File: src/rtl/irq_source_controller.sv
// -----------------------------------------------------------------------------
// irq_source_controller
//
// Requester side of the core interrupt handshake. External interrupt lines are
// captured into a pending register (edge or level per source). The lowest
// indexed unmasked pending source is requested from the core. After a request
// the controller waits for irq_grant_i, then for irq_done_i, before it issues
// the next request. core_flush_i aborts the handshake from any state.
//
// Ports
//   clk            system clock, rising edge
//   rst_n          asynchronous active-low reset
//   enable_i       core enabled; gates new requests from IDLE
//   irq_src_i      interrupt lines (synchronous to clk)
//   irq_mask_i     1 = source may be requested
//   irq_req_o      request to the core
//   irq_addr_o     handler address of the requested source
//   irq_id_o       index of the source being requested / serviced
//   irq_grant_i    core entered the handler
//   irq_done_i     core returned from the handler
//   core_flush_i   core flush; returns the controller to IDLE
//   irq_pending_o  pending register (masked and unmasked)
//   irq_busy_o     controller is not IDLE
//   irq_timeout_o  sticky: a request waited TIMEOUT cycles for its grant
// -----------------------------------------------------------------------------
module irq_source_controller #(
    parameter int          NUM_SRC    = 8,
    parameter logic [31:0] EDGE_MASK  = 32'h0000_00FF,
    parameter logic [31:0] BASE_ADDR  = 32'h0000_0100,
    parameter logic [31:0] VEC_STRIDE = 32'd4,
    parameter logic [15:0] TIMEOUT    = 16'd1024
) (
    input  logic               clk,
    input  logic               rst_n,
    input  logic               enable_i,
    input  logic [NUM_SRC-1:0] irq_src_i,
    input  logic [NUM_SRC-1:0] irq_mask_i,
    output logic               irq_req_o,
    output logic [31:0]        irq_addr_o,
    output logic [4:0]         irq_id_o,
    input  logic               irq_grant_i,
    input  logic               irq_done_i,
    input  logic               core_flush_i,
    output logic [NUM_SRC-1:0] irq_pending_o,
    output logic               irq_busy_o,
    output logic               irq_timeout_o
);

    typedef enum logic [1:0] {
        IDLE       = 2'd0,
        REQUEST    = 2'd1,
        IN_SERVICE = 2'd2
    } state_t;

    localparam logic [NUM_SRC-1:0] EDGE_SEL = EDGE_MASK[NUM_SRC-1:0];

    state_t               state_q, state_d;
    logic [NUM_SRC-1:0]   src_q;
    logic [NUM_SRC-1:0]   pending_q;
    logic [NUM_SRC-1:0]   cand;
    logic [NUM_SRC-1:0]   set_vec;
    logic [NUM_SRC-1:0]   clr_vec;
    logic [4:0]           sel_id;
    logic                 sel_valid;
    logic                 take;
    logic                 grant_acc;
    logic [4:0]           id_q;
    logic [31:0]          addr_q;
    logic [15:0]          cnt_q;
    logic                 timeout_q;

    function automatic logic [31:0] vec_addr(input logic [4:0] id);
        return BASE_ADDR + (32'(id) * VEC_STRIDE);
    endfunction

    // Edge sources need a low-to-high transition; level sources set while high.
    assign set_vec = (EDGE_SEL & irq_src_i & ~src_q) | (~EDGE_SEL & irq_src_i);
    assign cand    = pending_q & irq_mask_i;

    // Lowest index wins: scan downwards so the last hit is the smallest index.
    always_comb begin
        sel_id    = '0;
        sel_valid = |cand;
        for (int i = NUM_SRC - 1; i >= 0; i--) begin
            if (cand[i]) sel_id = 5'(i);
        end
    end

    // Next-state logic; flush overrides every other transition.
    always_comb begin
        state_d   = state_q;
        take      = 1'b0;
        grant_acc = 1'b0;
        if (core_flush_i) begin
            state_d = IDLE;
        end else begin
            case (state_q)
                IDLE: begin
                    if (enable_i && sel_valid) begin
                        state_d = REQUEST;
                        take    = 1'b1;
                    end
                end
                REQUEST: begin
                    if (irq_grant_i) begin
                        state_d   = IN_SERVICE;
                        grant_acc = 1'b1;
                    end
                end
                IN_SERVICE: begin
                    if (irq_done_i) state_d = IDLE;
                end
                default: state_d = IDLE;
            endcase
        end
    end

    // Only an accepted grant clears the serviced bit; a flush leaves it pending.
    always_comb begin
        clr_vec = '0;
        for (int i = 0; i < NUM_SRC; i++) begin
            clr_vec[i] = grant_acc && (id_q == 5'(i));
        end
    end

    always_ff @(posedge clk or negedge rst_n) begin
        if (!rst_n) state_q <= IDLE;
        else        state_q <= state_d;
    end

    // Set has priority over clear-on-grant for the same bit.
    always_ff @(posedge clk or negedge rst_n) begin
        if (!rst_n) begin
            src_q     <= '0;
            pending_q <= '0;
        end else begin
            src_q     <= irq_src_i;
            pending_q <= (pending_q & ~clr_vec) | set_vec;
        end
    end

    // id/addr are captured once on entry to REQUEST and held afterwards.
    always_ff @(posedge clk or negedge rst_n) begin
        if (!rst_n) begin
            id_q   <= '0;
            addr_q <= '0;
        end else if (take) begin
            id_q   <= sel_id;
            addr_q <= vec_addr(sel_id);
        end
    end

    // Grant-wait counter: saturates at TIMEOUT, flag is sticky until reset.
    always_ff @(posedge clk or negedge rst_n) begin
        if (!rst_n) begin
            cnt_q     <= '0;
            timeout_q <= 1'b0;
        end else if (take) begin
            cnt_q <= '0;
        end else if (state_q == REQUEST && TIMEOUT != 16'd0 && cnt_q != TIMEOUT) begin
            cnt_q <= cnt_q + 16'd1;
            if (cnt_q + 16'd1 == TIMEOUT) timeout_q <= 1'b1;
        end
    end

    assign irq_req_o     = (state_q == REQUEST);
    assign irq_busy_o    = (state_q != IDLE);
    assign irq_id_o      = id_q;
    assign irq_addr_o    = addr_q;
    assign irq_pending_o = pending_q;
    assign irq_timeout_o = timeout_q;

endmodule

File: config.mk
export PLATFORM = sky130hd
export DESIGN_NAME = irq_source_controller
export DESIGN_NICKNAME = d
export VERILOG_FILES = /design/src/rtl/irq_source_controller.sv
export SDC_FILE = /design/constraint.sdc
export NUM_CORES = 1
export LEC_CHECK = 0
export ABC_AREA = 1
export CORE_ASPECT_RATIO = 1.4
export CORE_MARGIN = 4
export CORE_UTILIZATION = 45
export DETAILED_ROUTE_END_ITERATION = 10
export PLACE_DENSITY_LB_ADDON = 0.08
export SYNTH_ARGS = -nofsm -noshare
export SYNTH_HDL_FRONTEND = slang
export SYNTH_SLANG_ARGS = --single-unit
File: constraint.sdc
create_clock -name clk -period 2.3 [get_ports clk]
set_input_delay 0.46 -clock clk [delete_from_list [all_inputs] [get_ports clk]]
set_output_delay 0.46 -clock clk [all_outputs]
set_load 0.05 [all_outputs]
==> parameters.txt, run 1 <==
Parameter                              Value

Outcome
  Outcome ... complete, no violations

Setup path
  Largest driver fanout on the critical path ... 3
  CP required ... 1840 ps
  Critical path class ... reg -> out
  Number of cells on the worst reg-to-reg path ... 8
  Element type at the critical path start ... register
  Worst reg2reg startpoint ... cnt_q[0]$_DFFE_PN0P_
  Reg2Reg Capture Point ... cnt_q[2]$_DFFE_PN0P_
  Arr. time, crit path ... 1730 ps
  Crit. End Element ... primary output
  Register-to-Register Setup Slack ... 160 ps

Routing
  Average wire length per cell after detail routing ... 12.9 um
  Number of remaining DRC errors ... 0
  Drt initial violations ... 60
  Routed WL ... 5.37 mm
  Number of iterations in the first detailed-routing pass ... 4
  Post-DR vias/cell ... 4.75
  Count of antenna-violating nets left after detailed routing ... 0
  Number of vias in the routed layout ... 1981

CTS
  Quantity of hold-fixing buffers added after cts ... 0
  Maximum number of buffers from clock root to sink ... 2
  Clock tree from TritonCTS ... yes
  Number of buffers created by CTS ... 5
  Clock sink count ... 39
  Post-cts sizing count ... 0
  Root buf cell ... sky130_fd_sc_hd__clkbuf_8
  # Post-CTS Setup Buffers ... 0
  Clock transition at the registers of the reported paths ... 80 ps
  Insertion delay to the later sink of the worst-skew pair ... 290 ps
  Htree depth ... 2

Floorplan
  Height of the chip ... 92.4 um
  Count of pins on the block boundary ... 70
  Std-Cell Core Area ... 4880 um^2
  Placement Rows ... 30
  Die ar. ... 6310 um^2
  Starting Density ... 46.9%
  Die Width ... 68.3 um

Final layout
  Final non-filler cell area ... 2750 um^2
  Ratio of cells with drive above 1 in the final layout ... 5.38%
  Commonest non-fill, non-tap cells in the layout ... 91 x sky130_fd_sc_hd__nand2_1, 39 x sky130_fd_sc_hd__inv_1, 39 x sky130_fd_sc_hd__dfrtp_1
  NumNets Final ... 377
  Most common library cell in the layout ignoring fill and taps ... sky130_fd_sc_hd__nand2_1
  Layout Utilization ... 56.3%
  Total inserted antenna cells ... 0
  Layout area overhead ... 20.0%
  Final instance count without filler cells ... 417

STA
  Unrepaired setup endpoints after global routing ... no
  Fin crit period ... 2190 ps
  Worst setup slack after layout ... 111 ps
  Clock tree skew after final layout ... 5.83 ps
  Relative slew slack ... 54.6%
  Crit share post-route ... 95.2%
  Measured slew at the worst slew-check pin ... 681 ps
  Post-Route Setup TNS ... 0 ps
  Final Setup Violations ... 0
  Timing-limited maximum frequency ... 457 MHz
  Number of failing hold endpoints at the final stage ... 0
  Min Hold Slack ... 22.5 ps
  Final Slew Violations ... 0

Yosys
  Syn avg cell area ... 7.39 um^2
  Mux share of post-synthesis cell area ... 0%
  Cells after synthesis ... 310
  Yosys reg bits ... 39
  Adder-cell share of the synthesized area ... 1.64%
  Yosys Warn Count ... 0
  Post-synthesis xor/xnor area fraction ... 0.382%
  Register area share after synthesis ... 42.6%
  Number of different library cells in the post-synthesis netlist ... 24
  Simple-gate area share of the yosys netlist ... 26.9%
  Dominant combinational cell family by area after synthesis ... simple AND/OR/NAND/NOR gates
  Post-synthesis cell area ... 2290 um^2
  Compound-cell area share of the yosys netlist ... 10.2%

GRT
  Overflow left after global routing ... 0
  Maximum number of pins on one net before global-route repair ... 17
  Wire length of the first global-routing pass ... 8.74 mm
  Vias in the first global route ... 1869
  Antenna violations before repair ... 0
  Overall global routing resource usage ... 18.4%

Power
  Total chip power ... 2.00 mW
  LEAKAGE ... 1.31 nW
  Largest voltage drop on the vdd net ... 0.000535 V
  Power per cell area ... 726 nW/um^2

Placed design
  Placed standard-cell area ... 2620 um^2
  Number of input and output port buffers inserted ... 39
  RePlAce Congestion ... 0.857
  Post-DP HPWL ... 4.17 mm
  Cell count after placement ... 409
  Worst slack at placement ... 224 ps

Run
  Max capacitance violation total ... 0

Worst hold path
  Worst min-delay path category ... in -> async
worst max-delay path, stage by stage, from the launching register on:
cell and delay, ps:
sky130_fd_sc_hd__dfrtp_1 400, sky130_fd_sc_hd__nor2_1 200, sky130_fd_sc_hd__clkdlybuf4s50_1 840
synth_stat cells:
cell type	instances	area, um^2
sky130_fd_sc_hd__inv_1	39	146
sky130_fd_sc_hd__conb_1	1	3.75
sky130_fd_sc_hd__inv_2	1	3.75
sky130_fd_sc_hd__buf_6	1	11.3
sky130_fd_sc_hd__nand4_1	6	37.5
sky130_fd_sc_hd__o31ai_1	2	15.0
sky130_fd_sc_hd__ha_1	3	37.5
sky130_fd_sc_hd__o21ai_0	27	135
sky130_fd_sc_hd__nand3_2	2	20.0
sky130_fd_sc_hd__nor2_4	1	11.3
sky130_fd_sc_hd__o21ai_1	5	25.0
sky130_fd_sc_hd__nand2_2	1	6.26
sky130_fd_sc_hd__nand3_1	15	75.1
sky130_fd_sc_hd__nor2_2	2	12.5
sky130_fd_sc_hd__buf_4	33	248
sky130_fd_sc_hd__dfrtp_1	39	976
sky130_fd_sc_hd__o22ai_1	5	31.3
sky130_fd_sc_hd__a21oi_1	2	10.0
sky130_fd_sc_hd__nand2_1	91	342
sky130_fd_sc_hd__a21oi_2	1	8.76
sky130_fd_sc_hd__nor2_1	30	113
sky130_fd_sc_hd__xor2_1	1	8.76
sky130_fd_sc_hd__buf_2	1	5.00
sky130_fd_sc_hd__a31o_2	1	8.76
sequential cells by signal (all words and copies together) (netlist names):
name and cells:
cnt_q 16, irq_addr_o 2, irq_id_o 2, irq_pending_o 8, irq_timeout_o 1, src_q 8, state_q 2
kinds of logic after synthesis:
family,Yosys count
and+or+nand+nor,148
buffers and inverters,75
AOI/OAI and AO/OA,43
DFF,39
adders and majority gates,3
xor gates and xnor gates,1
other,1
final cells by class:
cell class / count / area, um^2
fillers: 508 / 2130
well taps: 64 / 80.1
inverters: 40 / 150
clock buffers: 6 / 72.6
clock inverters: 2 / 60.1
multi-input cells: 225 / 1010
flip-flops and latches: 39 / 976
repair buffers: 41 / 400
report_power, final:
group	total [mW]	switching (mW)	internal, mW	leakage, nW
sequential	0.786	0.0535	0.733	0.473
combinational	0.538	0.389	0.149	0.773
clock	0.673	0.239	0.434	0.0654
layer usage:
| layer | GRT usage [%] | part of all wire, % | up-vias |
|---|---|---|---|
| met1 | 20.9 | 38 | 908 |
| met4 | 7.30 | 2.6 | 0 |
| li1 | - | - | 996 |
| met3 | 3.88 | 6.0 | 12 |
| met2 | 32.3 | 53 | 65 |
| met5 | 0 | 0 | - |
how the worst max path moves through the flow:
| stage | from | to | slack (ps) | cells after the start |
|---|---|---|---|---|
| 2_1_floorplan | state_q[1]$_DFFE_PN0P_ | cnt_q[3]$_DFFE_PN0P_ | 340 | 7 |
| 4_1_cts | state_q[1]$_DFFE_PN0P_ | irq_req_o | 100 | 2 |
| 6_report | state_q[1]$_DFFE_PN0P_ | irq_req_o | 110 | 2 |
| 3_5_place_dp | cnt_q[0]$_DFFE_PN0P_ | cnt_q[5]$_DFFE_PN0P_ | 220 | 8 |
| 5_1_grt | state_q[1]$_DFFE_PN0P_ | irq_req_o | 9 | 2 |
| 3_3_place_gp | cnt_q[0]$_DFFE_PN0P_ | cnt_q[0]$_DFFE_PN0P_ | 290 | 8 |
(Power assumes the default switching activity.)
==> run 2: changes to the inputs <==
Settings changed: PLACE_DENSITY set to 0.77, PLACE_DENSITY_LB_ADDON 0.08 to unset.
==> parameters.txt, run 2 (synthesis results as in run 1) <==
Parameter                              Value

Final layout
  Commonest non-fill, non-tap cells in the layout ... 91 x sky130_fd_sc_hd__nand2_1, 39 x sky130_fd_sc_hd__inv_1, 39 x sky130_fd_sc_hd__dfrtp_1
  Layout area overhead ... 19.3%
  Layout Utilization ... 56.0% (-0.31 points)
  NumNets Final ... 377 (unchanged)
  Fill cells ... 462 (-9.1%)
  Largest register FFs ... 16 (unchanged)
  Register containing the most flip-flops in the final layout ... cnt_q
  Most common library cell in the layout ignoring fill and taps ... sky130_fd_sc_hd__nand2_1
  Ratio of cells with drive above 1 in the final layout ... 5.67% (+0.28 points)
  Total inserted antenna cells ... 0 (unchanged)

Setup path
  Cell family with most CP delay ... buffers and inverters
  Element type at the critical path start ... register
  Critical path, cell by cell ... nor2_1 > clkdlybuf4s50_1
  WP buf/inv ... 1 (unchanged)
  Crit. End Element ... primary output
  CP required ... 1840 ps (about the same)
  Worst reg2reg startpoint ... cnt_q[1]$_DFFE_PN0P_
  Slowest CP cell ... sky130_fd_sc_hd__clkdlybuf4s50_1
  Timing startpoint of the critical path ... state_q[1]$_DFFE_PN0P_
  Arr. time, crit path ... 1700 ps (-30 ps)
  Critical path class ... reg -> out
  Largest driver fanout on the critical path ... 3 (unchanged)
  Slowest cell delay on critical path ... 840 ps (about the same)

CTS
  Post-cts sizing count ... 0 (unchanged)
  # Post-CTS Setup Buffers ... 0 (unchanged)
  Root buf cell ... sky130_fd_sc_hd__clkbuf_8
  Number of buffers created by CTS ... 5 (unchanged)
  Htree depth ... 2 (unchanged)
  Maximum number of buffers from clock root to sink ... 2 (unchanged)
  Clock tree from TritonCTS ... yes
  Quantity of hold-fixing buffers added after cts ... 0 (unchanged)
  Insertion delay to the later sink of the worst-skew pair ... 290 ps (about the same)
  Clock transition at the registers of the reported paths ... 70 ps (about the same)
  Clock sink count ... 39 (unchanged)

Placed design
  Worst slack at placement ... 274 ps (+50.5 ps)
  Post-DP HPWL ... 3.92 mm (-6.0%)
  Number of input and output port buffers inserted ... 39 (unchanged)
  RePlAce Congestion ... 0.883 (+3.1%)

STA
  Number of failing hold endpoints at the final stage ... 0 (unchanged)
  Relative slew slack ... 41.6% (-13 points)
  Worst setup slack after layout ... 140 ps (+29.0 ps)
  Clock tree skew after final layout ... 4.41 ps (-1.42 ps)
  Timing-limited maximum frequency ... 463 MHz (+1.3%)
  Post-Route Setup TNS ... 0 ps (unchanged)
  Measured slew at the worst slew-check pin ... 876 ps (+195 ps)
  Fin crit period ... 2160 ps (-29.0 ps)
  Min Hold Slack ... 283 ps (+261 ps)
  Unrepaired setup endpoints after global routing ... no
  Final Slew Violations ... 0 (unchanged)
  Crit share post-route ... 93.9% (-1.3 points)
  Final Setup Violations ... 0 (unchanged)

GRT
  Overflow left after global routing ... 0 (unchanged)
  Maximum number of pins on one net before global-route repair ... 40 (+23)
  Antenna violations before repair ... 0 (unchanged)
  Overall global routing resource usage ... 17.1% (-1.3 points)
  Vias in the first global route ... 1858 (-0.59%)
  Wire length of the first global-routing pass ... 8.18 mm (-6.5%)

Routing
  Metal3 WL ... 307 um (-4.7%)
  Average wire length per cell after detail routing ... 12.1 um (-6.0%)
  Number of iterations in the first detailed-routing pass ... 4 (unchanged)
  Routed WL ... 5.04 mm (-6.0%)
  Number of remaining DRC errors ... 0 (unchanged)
  Count of antenna-violating nets left after detailed routing ... 0 (unchanged)
  Highest routing layer actually used ... met4
  Met2 routed WL ... 2.71 mm (-4.5%)
  Routed met1 length ... 1.87 mm (-9.2%)
  Drt initial violations ... 124 (+110%)
  Post-DR vias/cell ... 4.82 (+1.4%)
  Number of vias in the routed layout ... 2009 (+1.4%)

Power
  LEAKAGE ... 1.31 nW (-0.34%)
  Power per cell area ... 702 nW/um^2 (-3.3%)
  Largest voltage drop on the vdd net ... 0.000315 V (-41%)

Floorplan
  Starting Density ... 46.9% (unchanged)
  Die Width ... 68.3 um (unchanged)
  Count of pins on the block boundary ... 70 (unchanged)
  Die ar. ... 6310 um^2 (unchanged)
  Height of the chip ... 92.4 um (unchanged)
  Std-Cell Core Area ... 4880 um^2 (unchanged)
  Placement Rows ... 30 (unchanged)

Outcome
  Outcome ... complete, no violations

Run
  Max capacitance violation total ... 0 (unchanged)

Worst hold path
  Worst min-delay path category ... in -> async
## run 2: worst paths after layout
check,end,slack (ps),cells past startpoint
max reg2reg,cnt_q[12]$_DFFE_PN0P_,240,8
min,irq_addr_o[8]$_DFFE_PN0N_,280,1
min reg2reg,irq_pending_o[0]$_DFF_PN0_,420,1
min in group clk,irq_pending_o[0]$_DFF_PN0_,420,1
max in group asynchronous,src_q[5]$_DFF_PN0_,1470,1
max,irq_req_o,140,2
## run 2: worst register-to-register path, cell delays in order, from the launching register on
cell and delay [ps]:
sky130_fd_sc_hd__dfrtp_1 430, sky130_fd_sc_hd__inv_1 80, sky130_fd_sc_hd__ha_1 190, sky130_fd_sc_hd__nand3_1 80, sky130_fd_sc_hd__nor2_1 50, sky130_fd_sc_hd__a21oi_2 490, sky130_fd_sc_hd__inv_2 170, sky130_fd_sc_hd__nand2_2 310
sky130_fd_sc_hd__o22ai_1 130
## run 2: area by class of cell
| cell class | instances | area [um^2] | area share, % |
|---|---|---|---|
| multi-input combinational | 225 | 1010 | 36.9 |
| clock inverter | 2 | 35.0 | 1.28 |
| clock buffer | 6 | 82.6 | 3.02 |
| timing repair buffer | 41 | 400 | 14.6 |
| sequential | 39 | 976 | 35.7 |
| tap | 64 | 80.1 | 2.93 |
| inverter | 40 | 150 | 5.49 |
## run 2: stage by stage
step / cell area (um^2) / power, mW / std cells
after floorplan: 2400 / 1.23 / 339
after global placement: 2620 / 1.34 / 409
after detailed placement: 2620 / 1.35 / 409
after CTS: 2730 / 1.94 / 417
after global routing: 2730 / 2.02 / 417
final: 2730 / 1.92 / 417
## run 2: metal layers
| layer | vias to the layer above | GRT usage, % |
|---|---|---|
| li1 | 999 | - |
| met1 | 921 | 18.6 |
| met2 | 78 | 30.7 |
| met3 | 11 | 3.03 |
| met4 | 0 | 7.79 |
| met5 | - | 0 |
## run 2: where the power goes
part / total, mW / switching [mW] / internal, mW
clock network: 0.586 / 0.235 / 0.351
registers: 0.781 / 0.0478 / 0.733
logic: 0.553 / 0.395 / 0.158
==> run 3: changes to the inputs <==
Settings changed: CORE_ASPECT_RATIO 1.4 to 1.2.
==> parameters.txt, run 3 (synthesis results as in run 1) <==
Parameter                              Value

Final layout
  Most common library cell in the layout ignoring fill and taps ... sky130_fd_sc_hd__nand2_1
  Commonest non-fill, non-tap cells in the layout ... 91 x sky130_fd_sc_hd__nand2_1, 39 x sky130_fd_sc_hd__inv_1, 39 x sky130_fd_sc_hd__dfrtp_1
  Register containing the most flip-flops in the final layout ... cnt_q
  Largest register FFs ... 16 (unchanged)
  Final non-filler cell area ... 2700 um^2 (-1.3%)
  NumNets Final ... 377 (unchanged)
  Total inserted antenna cells ... 0 (unchanged)
  Ratio of cells with drive above 1 in the final layout ... 5.40% (-0.27 points)
  Layout area overhead ... 17.8%

GRT
  Overall global routing resource usage ... 16.4% (-0.64 points)
  Antenna violations before repair ... 0 (unchanged)
  Wire length of the first global-routing pass ... 8.22 mm (+0.50%)
  Overflow left after global routing ... 0 (unchanged)
  Maximum number of pins on one net before global-route repair ... 40 (unchanged)
  Vias in the first global route ... 1869 (+0.59%)

CTS
  Post-cts sizing count ... 0 (unchanged)
  Clock tree from TritonCTS ... yes
  Clock sink count ... 39 (unchanged)
  # Post-CTS Setup Buffers ... 0 (unchanged)
  Number of buffers created by CTS ... 5 (unchanged)
  Insertion delay to the later sink of the worst-skew pair ... 290 ps (about the same)
  Maximum number of buffers from clock root to sink ... 2 (unchanged)
  Quantity of hold-fixing buffers added after cts ... 0 (unchanged)
  Root buf cell ... sky130_fd_sc_hd__clkbuf_8
  Htree depth ... 2 (unchanged)
  Clock transition at the registers of the reported paths ... 80 ps (about the same)

Power
  LEAKAGE ... 1.29 nW (-1.1%)
  Largest voltage drop on the vdd net ... 0.000265 V (-16%)
  Power per cell area ... 661 nW/um^2 (-5.8%)

Setup path
  CP required ... 1840 ps (about the same)
  Arr. time, crit path ... 1710 ps (about the same)
  Element type at the critical path start ... register
  Crit. End Element ... primary output
  Largest driver fanout on the critical path ... 3 (unchanged)
  Critical path class ... reg -> out

Floorplan
  Die Width ... 73.1 um (+7.1%)
  Count of pins on the block boundary ... 70 (unchanged)
  Std-Cell Core Area ... 4940 um^2 (+1.2%)
  Placement Rows ... 28 (-6.7%)
  Starting Density ... 46.4% (-0.57 points)
  Die ar. ... 6300 um^2 (-0.18%)
  Height of the chip ... 86.2 um (-6.8%)

Routing
  Routed WL ... 4.86 mm (-3.7%)
  Number of vias in the routed layout ... 1958 (-2.5%)
  Drt initial violations ... 70 (-44%)
  Average wire length per cell after detail routing ... 11.8 um (-2.6%)
  Number of iterations in the first detailed-routing pass ... 5 (+1)
  Metal3 WL ... 305 um (-0.65%)
  Met2 routed WL ... 2.45 mm (-9.6%)
  Routed met1 length ... 2.03 mm (+8.2%)
  Highest routing layer actually used ... met4
  Number of remaining DRC errors ... 0 (unchanged)
  Post-DR vias/cell ... 4.75 (-1.4%)
  Count of antenna-violating nets left after detailed routing ... 0 (unchanged)

Run
  Max capacitance violation total ... 0 (unchanged)

Outcome
  Outcome ... complete, no violations

STA
  Timing-limited maximum frequency ... 462 MHz (-0.29%)
  Measured slew at the worst slew-check pin ... 594 ps (-282 ps)
  Number of failing hold endpoints at the final stage ... 0 (unchanged)
  Post-Route Setup TNS ... 0 ps (unchanged)
  Unrepaired setup endpoints after global routing ... no
  Clock tree skew after final layout ... 6.27 ps (+1.86 ps)
  Fin crit period ... 2170 ps (+6.24 ps)
  Final Setup Violations ... 0 (unchanged)
  Relative slew slack ... 60.4% (+19 points)
  Final Slew Violations ... 0 (unchanged)
  Crit share post-route ... 94.2% (+0.27 points)
  Min Hold Slack ... 215 ps (-68.7 ps)

Placed design
  Post-DP HPWL ... 3.82 mm (-2.7%)
  RePlAce Congestion ... 0.858 (-2.9%)
  Placed standard-cell area ... 2610 um^2 (-0.19%)
  Number of input and output port buffers inserted ... 39 (unchanged)

Worst hold path
  Worst min-delay path category ... in -> async
==> run 3: cell types whose count changed in the layout (fill, tap and decap cells not counted), sizes merged <==
cell,before,now
bufinv,1,0
==> run 3: power breakdown <==
part           total [mW]  internal (mW)  switching (mW)
clock network       0.461          0.235           0.226
registers           0.788          0.733          0.0554
logic               0.536          0.150           0.386
==> run 3: final cells by class <==
class	count	area, um^2
clock buffer	6	82.6
timing repair buffer	41	400
multi-input combinational	225	1010
sequential	39	976
tap	60	75.1
fill	478	2240
inverter	40	150
clock inverter	1	5.00
==> run 3: final timing paths <==
check	start	to	slack (ps)	cells past startpoint
setup / recovery	state_q[1]$_DFFE_PN0P_	irq_req_o	130	2
hold / removal	rst_n	cnt_q[14]$_DFFE_PN0P_	210	2
setup reg to reg	cnt_q[0]$_DFFE_PN0P_	cnt_q[2]$_DFFE_PN0P_	220	8
hold reg to reg	src_q[0]$_DFF_PN0_	irq_pending_o[0]$_DFF_PN0_	410	1
max in group asynchronous	rst_n	src_q[2]$_DFF_PN0_	1740	2
min in group clk	src_q[0]$_DFF_PN0_	irq_pending_o[0]$_DFF_PN0_	410	1
==> run 3: per-layer routing <==
layer | vias to the layer above | global-route usage [%]
li1 | 1001 | -
met1 | 893 | 19.6
met2 | 57 | 28.9
met3 | 7 | 3.63
met4 | 0 | 5.20
met5 | - | 0
==> run 3: per-stage QoR <==
step / total power, mW / util, % / instances / setup WS, ps
6_report: 1.78 / 54.6 / 412 / 133
3_3_place_gp: 1.33 / 52.9 / 405 / 329
4_1_cts: 1.81 / 54.6 / 412 / 113
3_5_place_dp: 1.34 / 52.9 / 405 / 216
5_1_grt: 1.89 / 54.6 / 412 / 3.45
2_1_floorplan: 1.23 / - / 339 / 338
==> run 3: worst max-delay path, stage by stage (launching register included) <==
cell	delay, ps
sky130_fd_sc_hd__dfrtp_1	400
sky130_fd_sc_hd__nor2_1	190
sky130_fd_sc_hd__clkdlybuf4s50_1	840
